**src/rtl/wb_writer.sv**
```systemverilog
`default_nettype none
// ============================================================================
// Module      : wb_writer
// Description : Write-back stage of the pipelined MIPS core. Captures the
//               retiring M-stage instruction, formats the write-back value
//               (ALU, extended load data, link PC, HI, LO) and drives the
//               register-file write port plus a same-cycle forwarding port.
// Revision    : 1.0 - initial release
// ============================================================================
module wb_writer #(
   parameter logic [31:0] RESET_PC    = 32'h0000_3000,
   parameter logic [31:0] LINK_OFFSET = 32'd8
) (
   input  logic        clk,
   input  logic        reset,
   input  logic        m_valid,
   input  logic [31:0] m_pc,
   input  logic        m_we,
   input  logic [4:0]  m_aw,
   input  logic [2:0]  m_wsel,
   input  logic [31:0] m_alu,
   input  logic [31:0] m_dm_rdata,
   input  logic [2:0]  m_load_op,
   input  logic [1:0]  m_addr_lo,
   input  logic [31:0] m_hi,
   input  logic [31:0] m_lo,
   input  logic        w_stall,
   input  logic        w_flush,
   output logic        regWE,
   output logic [4:0]  regAW,
   output logic [31:0] regWD,
   output logic [31:0] w_pc,
   output logic        w_valid,
   output logic [4:0]  fwd_aw,
   output logic [31:0] fwd_wd,
   output logic        w_sel_err
);

   localparam logic [2:0] c_SEL_ALU  = 3'd0;
   localparam logic [2:0] c_SEL_LOAD = 3'd1;
   localparam logic [2:0] c_SEL_LINK = 3'd2;
   localparam logic [2:0] c_SEL_HI   = 3'd3;
   localparam logic [2:0] c_SEL_LO   = 3'd4;

   localparam logic [2:0] c_LD_LB    = 3'd1;
   localparam logic [2:0] c_LD_LBU   = 3'd2;
   localparam logic [2:0] c_LD_LH    = 3'd3;
   localparam logic [2:0] c_LD_LHU   = 3'd4;

   // W pipeline register
   logic        r_valid;
   logic [31:0] r_pc;
   logic        r_we;
   logic [4:0]  r_aw;
   logic [2:0]  r_wsel;
   logic [31:0] r_alu;
   logic [31:0] r_dm_rdata;
   logic [2:0]  r_load_op;
   logic [1:0]  r_addr_lo;
   logic [31:0] r_hi;
   logic [31:0] r_lo;
   logic        r_sel_err;

   logic [7:0]  w_byte;
   logic [15:0] w_half;
   logic [31:0] w_load_data;
   logic [31:0] w_fmt_data;
   logic        w_reg_we;
   logic        w_capture;

   // A real instruction is taken only when neither flushed nor stalled
   assign w_capture = !w_flush && !w_stall && m_valid;

   // W register: flush beats stall, an invalid M slot loads a bubble
   always_ff @(posedge clk or posedge reset) begin
      if (reset) begin
         r_valid    <= 1'b0;
         r_pc       <= RESET_PC;
         r_we       <= 1'b0;
         r_aw       <= 5'd0;
         r_wsel     <= 3'd0;
         r_alu      <= 32'd0;
         r_dm_rdata <= 32'd0;
         r_load_op  <= 3'd0;
         r_addr_lo  <= 2'd0;
         r_hi       <= 32'd0;
         r_lo       <= 32'd0;
      end else if (w_flush || (!w_stall && !m_valid)) begin
         r_valid    <= 1'b0;
         r_pc       <= RESET_PC;
         r_we       <= 1'b0;
         r_aw       <= 5'd0;
         r_wsel     <= 3'd0;
         r_alu      <= 32'd0;
         r_dm_rdata <= 32'd0;
         r_load_op  <= 3'd0;
         r_addr_lo  <= 2'd0;
         r_hi       <= 32'd0;
         r_lo       <= 32'd0;
      end else if (!w_stall) begin
         r_valid    <= 1'b1;
         r_pc       <= m_pc;
         r_we       <= m_we;
         r_aw       <= m_aw;
         r_wsel     <= m_wsel;
         r_alu      <= m_alu;
         r_dm_rdata <= m_dm_rdata;
         r_load_op  <= m_load_op;
         r_addr_lo  <= m_addr_lo;
         r_hi       <= m_hi;
         r_lo       <= m_lo;
      end
   end

   // Sticky flag for an illegal write source on a writing instruction
   always_ff @(posedge clk or posedge reset) begin
      if (reset) begin
         r_sel_err <= 1'b0;
      end else if (w_capture && m_we && (m_wsel > c_SEL_LO)) begin
         r_sel_err <= 1'b1;
      end
   end

   // Load extraction and write-data selection, driven only from W state
   always_comb begin
      w_byte      = 8'h00;
      w_half      = 16'h0000;
      w_load_data = r_dm_rdata;
      w_fmt_data  = 32'd0;

      case (r_addr_lo)
         2'd0:    w_byte = r_dm_rdata[7:0];
         2'd1:    w_byte = r_dm_rdata[15:8];
         2'd2:    w_byte = r_dm_rdata[23:16];
         default: w_byte = r_dm_rdata[31:24];
      endcase

      // addr_lo[0] is ignored: misaligned halfwords trap upstream
      w_half = r_addr_lo[1] ? r_dm_rdata[31:16] : r_dm_rdata[15:0];

      case (r_load_op)
         c_LD_LB:  w_load_data = {{24{w_byte[7]}}, w_byte};
         c_LD_LBU: w_load_data = {24'd0, w_byte};
         c_LD_LH:  w_load_data = {{16{w_half[15]}}, w_half};
         c_LD_LHU: w_load_data = {16'd0, w_half};
         default:  w_load_data = r_dm_rdata;
      endcase

      case (r_wsel)
         c_SEL_ALU:  w_fmt_data = r_alu;
         c_SEL_LOAD: w_fmt_data = w_load_data;
         c_SEL_LINK: w_fmt_data = r_pc + LINK_OFFSET;
         c_SEL_HI:   w_fmt_data = r_hi;
         c_SEL_LO:   w_fmt_data = r_lo;
         default:    w_fmt_data = 32'd0;
      endcase
   end

   // Writes to $0 and illegal sources are suppressed entirely
   assign w_reg_we  = r_valid && r_we && (r_aw != 5'd0) && (r_wsel <= c_SEL_LO);

   assign regWE     = w_reg_we;
   assign regAW     = w_reg_we ? r_aw : 5'd0;
   assign regWD     = w_reg_we ? w_fmt_data : 32'd0;
   assign fwd_aw    = regAW;
   assign fwd_wd    = regWD;
   assign w_pc      = r_pc;
   assign w_valid   = r_valid;
   assign w_sel_err = r_sel_err;

endmodule
`default_nettype wire

```
**config.mk**
```make
export PLATFORM = sky130hd
export DESIGN_NAME = wb_writer
export DESIGN_NICKNAME = d
export VERILOG_FILES = /design/src/rtl/wb_writer.sv
export SDC_FILE = /design/constraint.sdc
export NUM_CORES = 1
export LEC_CHECK = 0
export CAP_MARGIN = 20
export CORE_ASPECT_RATIO = 1.4
export CORE_MARGIN = 2
export CORE_UTILIZATION = 45
export CTS_CLUSTER_DIAMETER = 120
export DETAILED_ROUTE_END_ITERATION = 16
export PLACE_DENSITY = 0.78
export RECOVER_POWER = 50
export SETUP_SLACK_MARGIN = 0.4
export SLEW_MARGIN = 10
export SYNTH_ARGS = -nofsm -noshare
export SYNTH_HDL_FRONTEND = slang
export SYNTH_SLANG_ARGS = --single-unit
```
**constraint.sdc**
```tcl
create_clock -name clk -period 7.95 [get_ports clk]
set_clock_uncertainty 0.1 [all_clocks]
set_input_delay 2.385 -clock clk [delete_from_list [all_inputs] [get_ports clk]]
set_output_delay 2.385 -clock clk [all_outputs]
set_load 0.005 [all_outputs]
```
* After elaboration in Yosys (flattened, before gate mapping)
Index checks and enable logic that the tools add are counted.
** Storage, ports and cells
- Flip-flop bits (word level) :: 176
- Bits of input ports :: 179
- Logic and storage cells :: 69
- Output and inout bits :: 109
** Cells by class
- Reductions and logical operators :: 15
- Equal/unequal tests :: 11
- Muxes and demuxes :: 28
- Magnitude comparators :: 2
- Add/sub/neg operators :: 1
** Operators by type and width (number)
- $mux 32 :: 11
- $pmux 32 s5 :: 1
- $pmux 32 s4 :: 1
- $add 32x4->32 const B :: 1
- $pmux 8 s3 :: 1
- $mux 16 :: 1
- $mux 5 :: 3
- $eq 3x2->1 const B :: 4
- $mux 3 :: 4
- $logic_and 1x1->1 :: 8
- $eq 3x1->1 const B :: 2
- $eq 3x3->1 const B :: 2
- $reduce_bool 5->1 :: 1
- $mux 1 :: 4
- $mux 2 :: 2
- $gt 3x3->1 const B :: 1
- $le 3x3->1 const B :: 1
- $logic_not 1->1 :: 3
- $logic_not 3->1 :: 1
- $eq 2x1->1 const B :: 1
- $eq 2x2->1 const B :: 1
- $logic_not 2->1 :: 1
- $ne 2x1->1 const B :: 1
- $logic_or 1x1->1 :: 1

* Depth between registers and ports, before layout
- Word-level depth :: 5
- Gate-level depth with buffers :: 8
- Depth with buffers taken out :: 6

* Worst setup path after synthesis
OpenSTA, ideal clock, no wires.
- Path type :: flip-flop to output port
- Start :: reg r_pc[3] (netlist: w_pc[3])
- End :: out regWD[25]
- Buffers on the path :: 2
- Required time :: 5.465 ns
- Arrival time :: 1.901 ns
- Stages on the path, launching flop included :: 9
- Slack :: 3.564 ns
- Path through :: dfrtp_1 > ha_1 > nand3_1 > or2_2 > clkbuf_1 > nor4_1 > o21ai_1 > a31oi_1 > buf_4
** Between the ends
- Word-level cells in the longest chain between the ends :: 3
** Ends and longest elaborated chain
- start: declaration :: RTL line 52 : logic [31:0] r_pc;
- start signal: assignment :: RTL line 102 : r_pc <= m_pc;
- $add 32x4->32 :: RTL line 152 : c_SEL_LINK: w_fmt_data = r_pc + LINK_OFFSET;
- $pmux 32 s5 :: RTL line 149 : case (r_wsel)
- $mux 32 :: RTL line 164 : assign regWD = w_reg_we ? w_fmt_data : 32'd0;
- end: declaration :: RTL line 31 : output logic [31:0] regWD,
No other way between the ends.

* Worst setup path in the final report
- Start :: in w_flush
- End :: reg r_addr_lo[0]
** Between the ends
- Word-level cells in the longest chain between the ends :: 2
- Elaborated cells between the ends (all ways) :: 3
- Classes of those cells :: 1 x eq/ne; 1 x mux; 1 x reduce/logical
** Ends and longest elaborated chain
- start: declaration :: RTL line 28 : input logic w_flush,
- $logic_or 1x1->1 * :: RTL line 88 : end else if (w_flush || (!w_stall && !m_valid)) begin
- $ne 2x1->1 (no line) / $mux 2 (equally long branches)
- end signal: assignment :: RTL line 109 : r_addr_lo <= m_addr_lo;
- end: declaration :: RTL line 59 : logic [1:0] r_addr_lo;
Every way passes the cells marked *; elsewhere a longest branch is shown, timed or not.
A chain may end at the register's enable or synchronous reset.

==> reports/results.tsv <==
stage	metric	value	unit
status	outcome	finished with violations	
status	failing checks	max-capacitance violations, max-slew violations	
pwr	Leakage	5.070	nW
die	row cnt	60	
timing	Final Hold Fails	0	
synthesis	Mapped Area	0.008886	mm^2
global_route	grt ovf	0	
synthesis	Adder-Cell Fraction of Synth Area	0.1408	%
finish	share of cells above drive strength 1	6.375	%
clock_tree	CTS tree	done	
synthesis	top_reg_cell synth	dfrtp_1	
timing	Slew @ Worst Pin	4095	ps
setup_path	CP startpoint kind	input pin	
synthesis	Avg Inst Size Synth	10.68	um^2
timing	setup violators final	0	
route	1st-iter DRT viols	739	
finish	final instance area	0.01218	mm^2
route	met1 WL	11720	um
timing	minimum clock period	6581	ps
timing	Hold WS	364.0	ps
place	Buffers on Ports	287	
route	vias per cell	6.199	
setup_path	slowest cell delay on critical path	2890	ps
die	die height	170.3	um
timing	Slew Limit Fails	341	
finish	area occupied by multi-input gates	0.003870	mm^2
place	Placement Cell Area	0.01160	mm^2
hold_path	hold endpoint	w_sel_err	
place	Final HPWL DP	22240	um
route	antenna-violating nets left	0	
setup_path	WS Path Type	in -> reg	
route	Top Metal Used	met4	
setup_path	R2R depth	2	
setup_path	Crit path arrival time	6820	ps
timing	RSZ-0062 raised after global routing	no	
die	starting density of the core	46.06	%
setup_path	Required @ worst endpoint	8190	ps
die	io pins	288	
route	vias	8065	
setup_path	CP max FO	88	
route	TritonRoute pass-1 iters	5	
synthesis	Synth Warn #	0	
die	Die Width	122.8	um
pwr	Power Density	169.3	mW/mm^2
route	routed wl met3	2306	um
clock_tree	hold bufs inserted after CTS	0	
finish	Layout Utilization	63.15	%
synthesis	simple-gate share of the synthesized area	9.166	%
timing	Achievable Freq	0.1520	GHz
pwr	Max VDD drop	0.1345	mV
global_route	first-pass GRT wire length	46550	um
setup_path	worst setup path startpoint	w_flush	
global_route	vias in the first global route	7948	
timing	relative slew slack	-173.0	%
run	Max-Cap Viols	4	
finish	Layout Nets	1218	
setup_path	CP endpoint kind	flip-flop	
timing	setup tns final	0	ps
global_route	largest net degree at the start of global routing	89	
pwr	total power	2.063	mW
synthesis	largest family of logic cells by synthesized area	compound AO/OA/AOI/OAI gates	
synthesis	async set-or-reset flop fraction in the synthesized netlist	100.0	%
clock_tree	Clock Tree Buf Depth	2	
clock_tree	TritonCTS Sinks	176	
synthesis	post-synthesis mux area share	1.873	%
timing	Tcrit/Tclk final	82.78	%
synthesis	number of synthesized flops with an enable pin	0	
hold_path	worst hold path type	reg -> reg	
clock_tree	H-tree depth	4	
setup_path	Worst R2R Setup Slack	6380	ps
place	GP Congestion	1.010	
route	drt drc	0	
synthesis	Synth Area in Compound Gates	30.19	%
die	core footprint	0.01929	mm^2
hold_path	Hold Path Depth	1	
setup_path	slowest CP cell	clkbuf_1	
setup_path	FF-to-FF End	r_addr_lo[1]	
route	drt total wl	30330	um
synthesis	Distinct cells, synth	58	
setup_path	crit path cell chain	dlygate4sd3_1, nor3b_1, clkbuf_1, nand2_1, o21ai_0	
synthesis	sequential share of the synthesized area	49.59	%
die	die area	0.02090	mm^2
hold_path	hold_sp	w_sel_err	
synthesis	Cells after Synth	832	
synthesis	#FFs+latches synth	176	
setup_path	reg2reg start	r_addr_lo[1]	
global_route	all-layer global routing usage	29.43	%
route	WL/cell	23.32	um
clock_tree	worst-skew pair later-pin latency	420	ps
clock_tree	post-CTS sizing	0	
finish	Sequential Area	0.004407	mm^2
route	routed length on met2	15290	um
clock_tree	CTS buffer count	17	
clock_tree	post-CTS setup buffers	0	
finish	fillcell total	1559	
synthesis	xor and xnor area share after synthesis	1.971	%
synthesis	Synth Net Count	1012	
clock_tree	CTS root buffer	clkbuf_16	
global_route	initial antenna violation count	3	
clock_tree	Clock transition at path regs	70	ps
finish	Area Growth Syn to Fin	37.10	%
-- sequential cells by signal (all words and copies together), names as in the netlist --
| register | count |
|---|---|
| w_pc | 32 |
| w_sel_err | 1 |
| r_hi | 32 |
| r_we | 1 |
| r_wsel | 3 |
| w_valid | 1 |
| r_dm_rdata | 32 |
| r_load_op | 3 |
| r_lo | 32 |
| r_addr_lo | 2 |
| r_aw | 5 |
| r_alu | 32 |
-- how the worst max path moves through the flow --
stage	slack, ps	cells after the start	end
6_report	1370	5	r_addr_lo[0]
2_1_floorplan	690	1	r_addr_lo[0]
4_1_cts	1540	6	fwd_wd[25]
5_1_grt	1030	3	w_pc[21]
3_3_place_gp	2130	6	regWD[25]
3_5_place_dp	2010	6	fwd_wd[25]
-- cells by family after synthesis --
logic type / count (synthesis)
mux: 16
compound gates: 349
fa+ha+maj: 1
simple gates: 146
buf+inv: 124
xor+xnor: 20
flops: 176
-- layout by cell type (no fill, tap or decap), types with 5 or more instances in the layout --
master             n
mux2i_1           11
mux2_2             5
and2_1             8
a221oi_1          16
nand4_1            6
buf_4              7
dlygate4sd3_1     20
nor2_1            44
nand2_1           25
o31a_1             5
a31oi_1           16
xnor2_1           12
xor2_1             8
nor4_1            12
a21oi_1           36
a211oi_1           5
inv_1             10
inv_6              6
nor3_1             6
clkbuf_16         17
nand3_1            9
clkdlybuf4s50_1  267
o22ai_1            8
a22oi_1           31
dfrtp_1          174
nor2b_1            5
o21ai_0           34
a22o_1           164
o221ai_1           8
-- metrics by stage --
stage                     worst slack [ps]  std cells
after global routing                  1026       1301
after CTS                             1543       1298
final                                 1369       1301
after floorplan                      694.8        832
after global placement                2132       1266
after detailed placement              2013       1266
-- report_power, final --
part	internal (mW)	switching, mW	total, mW
logic	0.140	0.117	0.256
registers	0.930	0.0389	0.969
clock network	0.443	0.395	0.838
-- routing by layer --
metal | global-route usage (%) | up-vias
met5 | 0 | -
met4 | 11.69 | 0
met3 | 5.429 | 47
met2 | 48.50 | 437
met1 | 38.07 | 3991
li1 | - | 3590
-- cells in the mapped netlist, types with 4 or more instances --
master     instances  area (um^2)
nor3_1             6        30.03
and2_1             8        50.05
nand3_1            9        45.04
o22ai_1            8        50.05
nor4_1            12        75.07
mux2_2             5        56.30
mux2i_1           11        110.1
a31oi_1           16        100.1
o21ai_0           34        170.2
a221oi_1          16        140.1
buf_2             13        65.06
dfrtp_1          174         4354
nand2b_1           4        25.02
and3_1             4        25.02
o31a_1             5        43.79
xnor2_1           12        105.1
nand4_1            6        37.54
o21ai_1            5        25.02
a22o_1           164         1436
a22oi_1           31        232.7
buf_1              6        22.52
xor2_1             8        70.07
buf_4             39        292.8
o221ai_1           8        70.07
a2111oi_0          4        35.03
a211oi_1           5        37.54
inv_1             11        41.29
nand2_1           25        93.84
nor2b_1            6        37.54
clkbuf_1          55        206.5
a21oi_1           36        180.2
nor2_1            45        168.9
-- critical path: cells and delay by family --
kind            cells  cell delay, ps
simple gates        2             610
buf+inv             2            3500
compound gates      1             240
-- final cells by class --
| type | instances | area share (%) |
|---|---|---|
| diodes | 2 | 0.04108 |
| inverters | 11 | 0.3492 |
| multi-input cells | 532 | 31.77 |
| clock buffers | 17 | 3.492 |
| flip-flops and latches | 176 | 36.17 |
| repair buffers | 300 | 24.41 |
| well taps | 248 | 2.547 |
| clock inverters | 15 | 1.222 |
Power figures use the tool's default switching activity.
